File: config.mk
export PLATFORM = sky130hd
export DESIGN_NAME = conv_window_gen
export DESIGN_NICKNAME = d
export VERILOG_FILES = /design/src/rtl/conv_pkg.sv /design/src/rtl/conv_window_gen_line_buffer.sv /design/src/rtl/conv_window_gen.sv
export SDC_FILE = /design/constraint.sdc
export NUM_CORES = 2
export LEC_CHECK = 0
export CAP_MARGIN = 0
export CORE_UTILIZATION = 46
export DETAILED_ROUTE_END_ITERATION = 8
export PLACE_DENSITY_LB_ADDON = 0.25
export SYNTH_ARGS = -nofsm -noshare
export SYNTH_HDL_FRONTEND = slang
export SYNTH_HIERARCHICAL = 1
export SYNTH_SLANG_ARGS = --single-unit
File: constraint.sdc
create_clock -name clk -period 200.8 [get_ports clk]
set_clock_uncertainty 0.05 [all_clocks]
set_input_delay 30.12 -clock clk [delete_from_list [all_inputs] [get_ports clk]]
set_output_delay 30.12 -clock clk [all_outputs]
set_load 0.01 [all_outputs]
File: src/rtl/conv_pkg.sv
// Shared constants and pixel type for the 5x5 convolution datapath.
// The window layout (element i = r*KERNEL_SIZE + c) is defined once here.
package conv_pkg;
    localparam int unsigned KERNEL_SIZE  = 5;
    localparam int unsigned DATA_WIDTH   = 16;
    localparam int unsigned FRAC_BITS    = 8;
    localparam int unsigned WINDOW_ELEMS = KERNEL_SIZE * KERNEL_SIZE;

    typedef logic signed [DATA_WIDTH-1:0] pixel_t;
endpackage

File: src/rtl/conv_window_gen_line_buffer.sv
// Shift FIFO of DEPTH pixels; tap is the pixel accepted exactly DEPTH shifts ago.
module line_buffer
    import conv_pkg::*;
#(
    parameter int unsigned DEPTH = 32
) (
    input  logic   clk,
    input  logic   shift_en,
    input  pixel_t din,
    output pixel_t tap
);

    pixel_t mem [DEPTH];

    // Contents are never exposed before refill, so no reset is needed.
    always_ff @(posedge clk) begin
        if (shift_en) begin
            mem[0] <= din;
            for (int unsigned i = 1; i < DEPTH; i++) begin
                mem[i] <= mem[i-1];
            end
        end
    end

    assign tap = mem[DEPTH-1];

endmodule

File: src/rtl/conv_window_gen.sv
// Raster-stream to 5x5 window generator (valid-mode, no padding) with
// ready/valid handshake on both sides and a registered flattened window output.
module conv_window_gen #(
    parameter int unsigned KERNEL_SIZE = conv_pkg::KERNEL_SIZE,
    parameter int unsigned DATA_WIDTH  = conv_pkg::DATA_WIDTH,
    parameter int unsigned IMG_WIDTH   = 32,
    parameter int unsigned IMG_HEIGHT  = 32
) (
    input  logic                                        clk,
    input  logic                                        rst,
    input  logic [DATA_WIDTH-1:0]                       in_pixel,
    input  logic                                        in_valid,
    output logic                                        in_ready,
    output logic [KERNEL_SIZE*KERNEL_SIZE*DATA_WIDTH-1:0] out_window,
    output logic                                        out_valid,
    input  logic                                        out_ready,
    output logic                                        frame_done
);

    localparam int unsigned NUM_LB = KERNEL_SIZE - 1;
    localparam int unsigned COL_W  = $clog2(IMG_WIDTH);
    localparam int unsigned ROW_W  = $clog2(IMG_HEIGHT);
    localparam int unsigned WIN_W  = KERNEL_SIZE * KERNEL_SIZE * DATA_WIDTH;

    logic [COL_W-1:0]      col_cnt;
    logic [ROW_W-1:0]      row_cnt;
    logic                  accept;
    logic                  last_col;
    logic                  last_row;
    logic                  win_ok;
    logic [DATA_WIDTH-1:0] lb_tap   [NUM_LB];
    logic [DATA_WIDTH-1:0] col_vec  [KERNEL_SIZE];
    logic [DATA_WIDTH-1:0] hist     [KERNEL_SIZE][KERNEL_SIZE-1];
    logic [DATA_WIDTH-1:0] hist_nxt [KERNEL_SIZE][KERNEL_SIZE-1];
    logic [WIN_W-1:0]      win_flat;

    assign in_ready = !out_valid || out_ready;
    assign accept   = in_valid && in_ready;
    assign last_col = (col_cnt == COL_W'(IMG_WIDTH - 1));
    assign last_row = (row_cnt == ROW_W'(IMG_HEIGHT - 1));
    assign win_ok   = (col_cnt >= COL_W'(KERNEL_SIZE - 1)) &&
                      (row_cnt >= ROW_W'(KERNEL_SIZE - 1));

    // Cascaded line buffers: tap i holds the pixel i+1 lines above the input.
    for (genvar i = 0; i < NUM_LB; i++) begin : g_lb
        if (i == 0) begin : g_head
            line_buffer #(.DEPTH(IMG_WIDTH)) u_lb (
                .clk      (clk),
                .shift_en (accept),
                .din      (in_pixel),
                .tap      (lb_tap[i])
            );
        end else begin : g_tail
            line_buffer #(.DEPTH(IMG_WIDTH)) u_lb (
                .clk      (clk),
                .shift_en (accept),
                .din      (lb_tap[i-1]),
                .tap      (lb_tap[i])
            );
        end
    end

    // Newest window column: row 0 is the oldest line, row K-1 the incoming pixel.
    always_comb begin
        col_vec[KERNEL_SIZE-1] = in_pixel;
        for (int i = 0; i < int'(NUM_LB); i++) begin
            col_vec[int'(NUM_LB) - 1 - i] = lb_tap[i];
        end
    end

    // Window as it stands after this accept: K-1 history columns plus the new column.
    always_comb begin
        win_flat = '0;
        for (int r = 0; r < int'(KERNEL_SIZE); r++) begin
            for (int c = 0; c < int'(KERNEL_SIZE) - 2; c++) begin
                hist_nxt[r][c] = hist[r][c+1];
            end
            hist_nxt[r][KERNEL_SIZE-2] = col_vec[r];
            for (int c = 0; c < int'(KERNEL_SIZE) - 1; c++) begin
                win_flat[(r*int'(KERNEL_SIZE) + c)*int'(DATA_WIDTH) +: DATA_WIDTH] = hist[r][c];
            end
            win_flat[(r*int'(KERNEL_SIZE) + int'(KERNEL_SIZE) - 1)*int'(DATA_WIDTH) +: DATA_WIDTH] =
                col_vec[r];
        end
    end

    always_ff @(posedge clk) begin
        if (accept) begin
            hist <= hist_nxt;
        end
    end

    // Raster counters, output register and handshake.
    always_ff @(posedge clk) begin
        if (rst) begin
            col_cnt    <= '0;
            row_cnt    <= '0;
            out_valid  <= 1'b0;
            out_window <= '0;
            frame_done <= 1'b0;
        end else begin
            frame_done <= accept && last_col && last_row;
            if (accept) begin
                col_cnt <= last_col ? '0 : col_cnt + COL_W'(1);
                if (last_col) begin
                    row_cnt <= last_row ? '0 : row_cnt + ROW_W'(1);
                end
            end
            if (accept && win_ok) begin
                out_valid  <= 1'b1;
                out_window <= win_flat;
            end else if (out_ready) begin
                out_valid  <= 1'b0;
            end
        end
    end

endmodule
==> metrics.txt <==
Post-synth ARST share 0%; share of cells above drive strength 1 around 8.4%; RSZ-0062 raised after global routing no; Pint around 950 uW; number of synthesized flops with an enable pin about 2400; Reg power frac between 50% and 60%; # IOs roughly 420; routed via count approximately 36000; Syn Std Cell Area between 0.08 and 0.09 mm2; routability congestion estimate 0.774; dpl cells 7016; CTS Hold Bufs 0; Clock Tree Buf Depth 4; Die Height approximately 440 um; CTS sink cnt around 2800; Post-Synthesis Cells about 4200; WS Path Type primary input to output port; Slew @ Worst Pin 1.16 ns; register area share after synthesis between 80% and 90%; Residual DRC 0; Horiz. Die Dim between 400 and 500 um; gr ovfl total 0; Hold Vio Cnt, Final 0; FF+latch count, synth approximately 2800; worst path arrival time between 30 and 40 ns; Peak VDD IR 0.00717 mV; Finished Core Util 54.2%; nets@finish between 4000 and 5000; drt total wl 134000 um; Core Rows 160; CP Capture Type output port; Worst Reg-to-Reg Cells 9; full die area slightly below 0.2 mm2; Num CTS Buffers 290; cell mode on critical path clkdlybuf4s50_1; I/O Buffers ~420; worst path required time between 150 and 200 ns; router iterations before antenna repair 5; Initial Util a little under half; WL per Instance about 18 um; switching power ~220 uW; ys flop type edfxtp_1; final period utilization 31.1%; H-tree depth 5; clk slew on worst S/H paths 0.06 ns; final setup fails 0; DRT iter0 DRCs between 2000 and 3000; Sw Share a little under a fifth; syn_area_per_cell 20.9 um2; setup TNS 0 ns; slowest CP cell nor2b_1; initial antenna violation count 2; core area about 0.19 mm2; syn nets 4271; min Tclk post-route 62.51 ns; Final Max Tran Viols 0; post-DR vias/cell ~4.8; CTS tree done; total track usage between 10% and 20%; relative slew slack around 23%; Distinct cells, synth 32; Clk Latency, worst-skew pair ~0.9 ns; Antenna Nets Post-Route 0; Max Cap Viol 0; setup ws final 138.29 ns; HPWL Detailed roughly 74000 um; Clock power frac 41.9%; Pleak 0.0345 uW; Comb pwr share approximately 1.2%; first-pass GRT wire length 205000 um; worst slack, placed approximately 140 ns; status completed; CP Cell Sequence clkdlybuf4s50_1 > nor2b_1 > inv_1 > clkdlybuf4s50_1; Synth-to-Final Area Change 16.6%; largest net degree at the start of global routing 204; HP Class flip-flop to flip-flop; final instance count without filler cells ~7500; most common cell after layout, fill and taps aside edfxtp_1; clock root buffer clkbuf_16; Synth Warn # 6; number of global-route vias before repair 35004; commonest non-fill, non-tap cells in the layout edfxtp_1, nand2_1, clkdlybuf4s50_1, dfxtp_1, mux2i_1; CP Max Fanout 12; f_max 16.0 MHz; critical path's largest stage delay between 0.7 and 0.8 ns; Hold Path Depth 0; power density cells ~11 mW/mm2; setup bufs post-CTS 0; post-CTS resize count 0; CP Launch Type primary input
[cell usage after synthesis, drive strengths merged, types with 4 or more instances]
library cell     n  area [um2]
edfxtp        2368       71100
nand2          800        3000
dfxtp          412        8250
mux2i          400        4000
buf            110        1370
clkbuf          93         349
inv              8        30.0
a21oi            7        35.0
ha               6        75.1
nand4            4        25.0
nor2             4        15.0
o31ai            4        30.0
[per-layer routing]
layer	GRT usage (%)	part of all wire, %
met3	4.00	5.8
met2	20.7	47
met4	5.51	3.3
met5	0	0
met1	18.7	44
[stage by stage]
| stage | power (uW) | instance area [um2] | hold WS (ns) |
|---|---|---|---|
| 2_1_floorplan | 766 | 88500 | 0.350 |
| 3_3_place_gp | 693 | 94500 | 0.350 |
| 3_5_place_dp | 695 | 94500 | 0.355 |
| 4_1_cts | 1190 | 103000 | 0.264 |
| 5_1_grt | 1220 | 103000 | 0.263 |
| 6_report | 1170 | 103000 | 0.272 |
[registers in the layout (all words and copies together), names as in the netlist]
register              cells
g_lb.g_tail.u_lb/mem   1536
g_lb.g_head.u_lb/mem    512
out_window              400
hist                    320
col_cnt                   5
row_cnt                   5
frame_done                1
out_valid                 1
[power by group through the flow]
| stage | Sequential [uW] | Clock [uW] | Combinational [uW] |
|---|---|---|---|
| 2_1_floorplan | 755 | 0 | 11.5 |
| 3_3_place_gp | 679 | 0 | 14.8 |
| 3_5_place_dp | 679 | 0 | 15.2 |
| 4_1_cts | 668 | 509 | 15.1 |
| 5_1_grt | 670 | 531 | 16.5 |
| 6_report | 667 | 491 | 14.7 |
[path summary, 6_finish.rpt]
path,startpoint,to,slack [ns]
setup / recovery,out_ready,in_ready,138.29
hold / removal,g_lb[3].g_tail.u_lb/mem[0][170]$_DFFE_PP_,g_lb[3].g_tail.u_lb/mem[0][186]$_DFFE_PP_,0.27
setup reg to reg,out_valid$_SDFFE_PP0P_,g_lb[1].g_tail.u_lb/mem[1][211]$_DFFE_PP_,193.07
hold reg to reg,g_lb[3].g_tail.u_lb/mem[0][170]$_DFFE_PP_,g_lb[3].g_tail.u_lb/mem[0][186]$_DFFE_PP_,0.27
[logic make-up (layout without fill, tap and decap cells)]
logic type / Yosys count / after routing / synth area share [%]
other: 0 / 1 / 0
adders and majority gates: 6 / 6 / 0.0848
DFF: 2780 / 2780 / 89.7
AOI/OAI and AO/OA: 21 / 21 / 0.161
muxes: 400 / 400 / 4.52
buffers and inverters: 211 / 969 / 1.98
and+or+nand+nor: 827 / 827 / 3.60
[final cells by class]
cell class | instances | area [um2]
timing repair buffer | 463 | 4590
multi-input combinational | 1254 | 7420
clock buffer | 386 | 7840
clock inverter | 112 | 851
sequential | 2780 | 79400
tap | 2511 | 3140
inverter | 8 | 37.5
fill | 14694 | 87300
antenna | 1 | 2.50
[worst max-delay path, delay by kind of cell]
kind	cells	cell delay [ns]
buffers and inverters	3	1.43
and+or+nand+nor	1	0.78
(Power assumes the default switching activity.)
